==> src/rtl/run_pattern_tx_pkg.sv <==
// Shared definitions for the run-length pattern transmitter.
package run_pattern_tx_pkg;

    // Default width of the length/count fields and counters.
    localparam int CW_DEFAULT = 4;

    // Transmitter FSM state encodings.
    typedef enum logic [1:0] {
        IDLE = 2'b00,
        RUN  = 2'b01,
        GAP  = 2'b10,
        DONE = 2'b11
    } state_t;

endpackage

==> src/rtl/run_pattern_tx_ld_down_counter.sv <==
// Loadable down-counter. It stops at zero instead of wrapping, and flags the
// final count so the controller can act on the last cycle of a phase.
module ld_down_counter #(
    parameter int CW = 4
) (
    input  logic          clk,
    input  logic          rst,
    input  logic          load,
    input  logic [CW-1:0] load_val,
    input  logic          en,
    output logic [CW-1:0] count,
    output logic          last
);

    localparam logic [CW-1:0] ONE = 1;

    logic [CW-1:0] count_reg;

    // Load takes priority over decrement; a zero count holds at zero.
    always_ff @(posedge clk or negedge rst) begin
        if (!rst) begin
            count_reg <= '0;
        end else if (load) begin
            count_reg <= load_val;
        end else if (en && (count_reg != '0)) begin
            count_reg <= count_reg - ONE;
        end
    end

    assign count = count_reg;
    assign last  = (count_reg == ONE);

endmodule

==> src/rtl/run_pattern_tx.sv <==
// Serial run-length pattern transmitter: emits bursts of ones separated by
// gaps of zeros on x, with run length, gap length and burst count per request.
module run_pattern_tx
    import run_pattern_tx_pkg::*;
#(
    parameter int CW = CW_DEFAULT
) (
    input  logic          clk,
    input  logic          rst,
    input  logic          start,
    input  logic [CW-1:0] run_len,
    input  logic [CW-1:0] gap_len,
    input  logic [CW-1:0] bursts,
    output logic          x,
    output logic          busy,
    output logic          done
);

    localparam logic [CW-1:0] ONE = 1;

    state_t        state_reg, state_next;
    logic [CW-1:0] run_len_reg, gap_len_reg;
    logic [CW-1:0] gap_load_val;
    logic          latch_fields;

    logic          run_load, run_en, run_last;
    logic [CW-1:0] run_load_val;
    logic          gap_load, gap_en, gap_last;
    logic          burst_load, burst_en, burst_last;
    logic [CW-1:0] run_count, gap_count, burst_count;

    logic          x_reg, busy_reg, done_reg;
    logic          x_next, busy_next, done_next;

    // A zero gap still separates bursts with a single zero.
    assign gap_load_val = (gap_len_reg == '0) ? ONE : gap_len_reg;

    ld_down_counter #(.CW(CW)) u_run_cnt (
        .clk      (clk),
        .rst      (rst),
        .load     (run_load),
        .load_val (run_load_val),
        .en       (run_en),
        .count    (run_count),
        .last     (run_last)
    );

    ld_down_counter #(.CW(CW)) u_gap_cnt (
        .clk      (clk),
        .rst      (rst),
        .load     (gap_load),
        .load_val (gap_load_val),
        .en       (gap_en),
        .count    (gap_count),
        .last     (gap_last)
    );

    // The burst counter itself holds the requested burst count.
    ld_down_counter #(.CW(CW)) u_burst_cnt (
        .clk      (clk),
        .rst      (rst),
        .load     (burst_load),
        .load_val (bursts),
        .en       (burst_en),
        .count    (burst_count),
        .last     (burst_last)
    );

    // State register.
    always_ff @(posedge clk or negedge rst) begin
        if (!rst) begin
            state_reg <= IDLE;
        end else begin
            state_reg <= state_next;
        end
    end

    // Run and gap lengths are kept for reloading on every burst.
    always_ff @(posedge clk or negedge rst) begin
        if (!rst) begin
            run_len_reg <= '0;
            gap_len_reg <= '0;
        end else if (latch_fields) begin
            run_len_reg <= run_len;
            gap_len_reg <= gap_len;
        end
    end

    // Next-state, counter control and output decode of the current state.
    always_comb begin
        state_next   = state_reg;
        latch_fields = 1'b0;
        run_load     = 1'b0;
        run_load_val = run_len_reg;
        run_en       = 1'b0;
        gap_load     = 1'b0;
        gap_en       = 1'b0;
        burst_load   = 1'b0;
        burst_en     = 1'b0;
        x_next       = 1'b0;
        busy_next    = 1'b0;
        done_next    = 1'b0;
        case (state_reg)
            IDLE: begin
                if (start) begin
                    latch_fields = 1'b1;
                    if ((run_len == '0) || (bursts == '0)) begin
                        state_next = DONE;
                    end else begin
                        state_next   = RUN;
                        run_load     = 1'b1;
                        run_load_val = run_len;
                        burst_load   = 1'b1;
                    end
                end
            end
            RUN: begin
                x_next    = 1'b1;
                busy_next = 1'b1;
                run_en    = 1'b1;
                if (run_last) begin
                    state_next = GAP;
                    gap_load   = 1'b1;
                end
            end
            GAP: begin
                busy_next = 1'b1;
                gap_en    = 1'b1;
                if (gap_last) begin
                    burst_en = 1'b1;
                    if (burst_last) begin
                        state_next = DONE;
                    end else begin
                        state_next = RUN;
                        run_load   = 1'b1;
                    end
                end
            end
            DONE: begin
                busy_next  = 1'b1;
                done_next  = 1'b1;
                state_next = IDLE;
            end
            default: begin
                state_next = IDLE;
            end
        endcase
    end

    // Output registers trail the state by one edge, so x is glitch-free and
    // the first one appears after the edge following the start sample.
    always_ff @(posedge clk or negedge rst) begin
        if (!rst) begin
            x_reg    <= 1'b0;
            busy_reg <= 1'b0;
            done_reg <= 1'b0;
        end else begin
            x_reg    <= x_next;
            busy_reg <= busy_next;
            done_reg <= done_next;
        end
    end

    assign x    = x_reg;
    assign busy = busy_reg;
    assign done = done_reg;

endmodule

==> config.mk <==
export PLATFORM = sky130hd
export DESIGN_NAME = run_pattern_tx
export DESIGN_NICKNAME = d
export VERILOG_FILES = /design/src/rtl/run_pattern_tx_pkg.sv /design/src/rtl/run_pattern_tx_ld_down_counter.sv /design/src/rtl/run_pattern_tx.sv
export SDC_FILE = /design/constraint.sdc
export NUM_CORES = 1
export LEC_CHECK = 0
export CAP_MARGIN = 20
export CORE_UTILIZATION = 40
export CTS_CLUSTER_SIZE = 8
export DETAILED_ROUTE_END_ITERATION = 10
export HOLD_SLACK_MARGIN = 0.08
export RECOVER_POWER = 50
export SYNTH_ARGS = -nofsm -noshare
export SYNTH_HDL_FRONTEND = slang
export SYNTH_SLANG_ARGS = --single-unit
==> constraint.sdc <==
create_clock -name clk -period 2.9 [get_ports clk]
set_input_delay 0.58 -clock clk [delete_from_list [all_inputs] [get_ports clk]]
set_output_delay 0.58 -clock clk [all_outputs]
set_load 0.01 [all_outputs]
### Yosys cells after proc, flatten, opt, wreduce, memory -nomap -nowiden

Cells that the tools add are included.

* bits in registers: 25
* bits in latches: 0
* memory bits (writable): 0
* ROM bits: 0
* bits of input ports: 15
* output and inout port bits: 3
* logic and storage cells: 69
* memories: 0

* add/subtract/negate cells: 3
* multiply operators: 0
* div/mod/pow operators: 0
* $lt $le $gt $ge: 0
* equal/unequal tests: 9
* shifts and indexed selects: 0
* muxes and demuxes: 32
* bitwise operators: 0
* reductions and logical operators: 16

Operators with widths (number)
* $mux 4: 10
* $mux 1: 15
* $eq 4x1->1 const B: 3
* $logic_not 4->1: 3
* $reduce_bool 4->1: 3
* $sub 4x1->4 const B: 3
* $mux 2: 5
* $pmux 2 s4: 1
* $ne 2x2->1 const B: 3
* $reduce_bool 2->1: 3
* $eq 2x2->1 const B: 2
* $logic_and 1x1->1: 3
* $reduce_and 3->1: 1
* $reduce_or 3->1: 1
* $eq 2x1->1 const B: 1
* $logic_not 2->1: 1
* $pmux 1 s2: 1
* $logic_or 1x1->1: 1

### Depth between registers and ports, before layout

* depth after elaboration: 6
* mapped depth: 6
* depth with buffers taken out: 6

### Cells and area by module

From an unflattened synthesis, not the netlist that was laid out.

* cell total of the unflattened synthesis: 156
* area total of the unflattened synthesis: 1503.9 um^2

Modules (own cells, without submodules)
* ld_down_counter: instances 3, cells an instance 29, area an instance 282.8 um^2, sequential area each 100.1 um^2
* run_pattern_tx: instances 1, cells an instance 69, area an instance 655.6 um^2, sequential area each 325.3 um^2

### Worst setup path after synthesis

OpenSTA, ideal clock, no wires.

* path kind: input to register
* start point: input bursts[2]
* end point: register u_burst_cnt.count_reg[3], in the netlist u_burst_cnt.count[3]
* library setup time: 123 ps
* arrival: 1523 ps
* required time: 2777 ps
* slack: 1255 ps
* cell stages on the path: 4
* path buffers: 0
* cell sequence: or4_4 -> nand3_2 -> nand2_1 -> o221a_2

* word-level cells in the longest chain between the ends: 6
* elaborated cells on any way between the ends: 7
* those cells by class: 4 x mux; 3 x reduce/logical

Ends and longest elaborated chain
* from (decl): line run_pattern_tx.sv:13 `input logic [CW-1:0] bursts,`
* $logic_not 4->1 (*): line run_pattern_tx.sv:107 `if ((run_len == '0) || (bursts == '0)) begin`
* $logic_or 1x1->1 (*): line run_pattern_tx.sv:107
* $mux 1 (*): line run_pattern_tx.sv:107
* $mux 1 (*): line run_pattern_tx.sv:105 `if (start) begin`
* $mux 1 (*): line run_pattern_tx.sv:103 `case (state_reg)`
* $mux 4 or $reduce_bool 2->1 (tied branches)
* to (signal assigned): line run_pattern_tx_ld_down_counter.sv:24 `count_reg <= load_val;`
* to (signal assigned): line run_pattern_tx_ld_down_counter.sv:26 `count_reg <= count_reg - ONE;`
* to (decl): line run_pattern_tx_ld_down_counter.sv:17 `logic [CW-1:0] count_reg;`

Mark *: on every way between the ends. The rest lies on a longest branch, timed or not.
A chain may end at the register's enable or synchronous reset.

### Worst setup path in the final report

* start point: input run_len[2]
* end point: register u_burst_cnt.count_reg[3], in the netlist u_burst_cnt.count[3]

* word-level cells in the longest chain between the ends: 6
* elaborated cells on any way between the ends: 7
* those cells by class: 4 x mux; 3 x reduce/logical

Ends and longest elaborated chain
* from (decl): line run_pattern_tx.sv:11 `input logic [CW-1:0] run_len,`
* $logic_not 4->1 (*): line run_pattern_tx.sv:107
* $logic_or 1x1->1 (*): line run_pattern_tx.sv:107
* $mux 1 (*): line run_pattern_tx.sv:107
* $mux 1 (*): line run_pattern_tx.sv:105
* $mux 1 (*): line run_pattern_tx.sv:103
* $mux 4 or $reduce_bool 2->1 (tied branches)

Marked as above.

==> out/results.ini <==
[global_route]
grt_pass1_wl_um=4730
grt_usage_pct=15.3
grt_start_max_net_pins=26
grt_antenna_before_repair=0
grt_pass1_vias=1082
grt_overflow=0

[pwr]
p_int_uw=910
p_comb_share_pct=45.0
p_per_area_nw_per_um2=908
p_sw_uw=606
switching_share_pct=40.0
total_leakage_power_uw=0.000711
peakVddDrop_mv=0.431
seq_power_share_pct=44.8
clockPowerShare_pct=10.2

[synth]
synth_top_area_cell=dfrtp_1
syn_avg_cell_area_um2=10.6
yosys_warnings=0
yosysMostFrequentCell=dfrtp_1
synth_compound_area_share_pct=18.3
synth_xor_area_share_pct=0
synth_cell_types=42
syn_nets=158
syn_area_um2=1450
synth.mux.area_fraction_pct=8.30
synthTopCellsByArea=dfrtp_1, mux2_2, ha_1, inv_1, nand2_1
synthesis.instances=136
synth-edff-count=0
synth_top_family_by_area=simple AND/OR/NAND/NOR gates
synthArstFlopShare_pct=100
synth.top_cell.area_share_pct=43.3
synthAdderAreaFrac_pct=6.06
seq_area_frac_synth_pct=43.3
ys_ff_latch=25
synthSimpleGateAreaFrac_pct=18.7
synth_common_cells=dfrtp_1, inv_1, nand2_1, mux2_2
synthFlopType=dfrtp_1

[floorplanning]
die_x_um=62.1
dieHeight_um=62.1
ios=18
placement_rows=21
initial_core_util_pct=42.7
dieArea_um2=3860
core_um2=3390

[clock_tree]
cts-resized-gates=0
path_clk_slew_ns=0.13
cts.htree.levels=1
clock_latency_ns=0.31
numCtsBuffers=3
cts-root-buf=clkbuf_4
clk_path_buf_depth=2
holdBufCountCts=0
cts_tree=yes
cts.sinks=25
cts_post_setup_buffers_inserted=0

[sta]
post-route-period-util_pct=66.6
fin_ws_ns=0.969
worst_pin_slew_ns=1.36
setup_viol=0
min_period_ns=1.93
slew_headroom_pct=9.21
worst_clock_skew_ns=0.00464
max_freq_ghz=0.518
maxSlewViolCount=0
tns_ns=0
grt_setup_unrepaired=no
timing_hold_violations_final=0

[hold_path]
min-delay-start=run_len_reg[0]$_DFFE_PN0P_
hold_depth=1
hp-class=reg2reg

[placement]
dpl.hpwl_um=2070
gp_congestion=0.826
port_buffers=17
dp_slack_ns=0.631

[cells_and_area]
area_growth_pct=15.4
layout-drive-gt1-share_pct=14.2
nets=178
antenna_cells=0

[detailed_routing]
drc_errors=0
routed_wl_um=2730
vias=1086
routedWlPerCell_um=13.6
drt_iter0_markers=49
ant_nets=0
avgViaCountPerCell=5.40
drtPass1Iterations=4

[worst_setup_path]
reg2reg_from=state_reg[1]$_DFFE_PN0P_
cp_data_arrival_time_ns=2.14
startpoint_type=input port
critPathCaptureType=flop
cp.required_ns=3.11
cp-startpoint=run_len[2]
reg2reg_depth=4
critPathKind=in2reg
cp_max_fo=12

[outcome]
status=complete, no violations

[run]
drv_cap=0

==> layer usage <==
metal,vias up,GRT usage [%],share of wire (%)
met5,-,0,0
met4,0,6.10,0.70
met3,2,1.84,3.2
met2,21,26.8,49
met1,531,19.0,48
li1,532,-,-
==> path summary, 6_finish.rpt <==
| check | end | slack, ns |
|---|---|---|
| max | u_burst_cnt.count[3]$_DFFE_PN0P_ | 0.97 |
| min | run_len_reg[0]$_DFFE_PN0P_ | 0.52 |
| max reg2reg | u_run_cnt.count[0]$_DFFE_PN0P_ | 1.00 |
| min reg2reg | run_len_reg[0]$_DFFE_PN0P_ | 0.52 |
| max in group asynchronous | u_burst_cnt.count[0]$_DFFE_PN0P_ | 1.03 |
| min in group asynchronous | x$_DFF_PN0_ | 1.07 |
==> cell type report <==
type | instances | area (um2)
fill | 322 | 1720
multi-input combinational | 96 | 734
sequential | 25 | 626
timing repair buffer | 19 | 181
tap | 46 | 57.6
inverter | 11 | 43.8
clock buffer | 4 | 26.3
==> worst max-delay path: stages <==
cell and delay, ns:
clkdlybuf4s50_1 0.44, or4_4 0.56, nand3_2 0.20, nand2_1 0.10, o221a_2 0.26
==> metrics by stage <==
step	hold slack (ns)	area, um2	util, %	std cells	power, uW
CTS	0.523	1680	49.6	201	1540
finish	0.519	1670	49.2	201	1520
global placement	0.490	1650	48.8	197	1360
global route	0.548	1670	49.2	201	1660
floorplan	0.284	1450	-	136	1190
detailed placement	0.492	1650	48.8	197	1380
==> cells in the final DEF (no fill, tap or decap), types with 2 or more instances in the layout <==
cell and n:
dfrtp_1 25, clkdlybuf4s50_1 16, inv_1 10, nand2_1 10, mux2_2 8, o21ai_0 7
ha_1 7, nor2_1 6, a21oi_1 5, and3_1 4, a31oi_1 4, nor2b_1 3
nor3b_1 3, o22ai_1 3, nor3_1 3, nand3_1 3, mux2i_1 3, clkbuf_4 3
or4_4 2, a221o_1 2, a21boi_0 2, o21ai_1 2, o211ai_1 2, clkbuf_1 2
==> power by group through the flow <==
| stage | logic (uW) | clock network, uW | registers, uW |
|---|---|---|---|
| final | 683 | 155 | 679 |
| after global routing | 776 | 180 | 703 |
| after CTS | 695 | 164 | 681 |
| after detailed placement | 692 | 0 | 690 |
| after global placement | 675 | 0 | 682 |
| after floorplan | 533 | 0 | 658 |
==> cells by family (layout without fill, tap and decap cells) <==
kind of cell | after synthesis | count (layout)
and+or+nand+nor | 43 | 43
AOI/OAI and AO/OA | 35 | 35
DFF | 25 | 25
buffers and inverters | 15 | 34
muxes | 11 | 11
adders and majority gates | 7 | 7
Power figures use the tool's default switching activity.
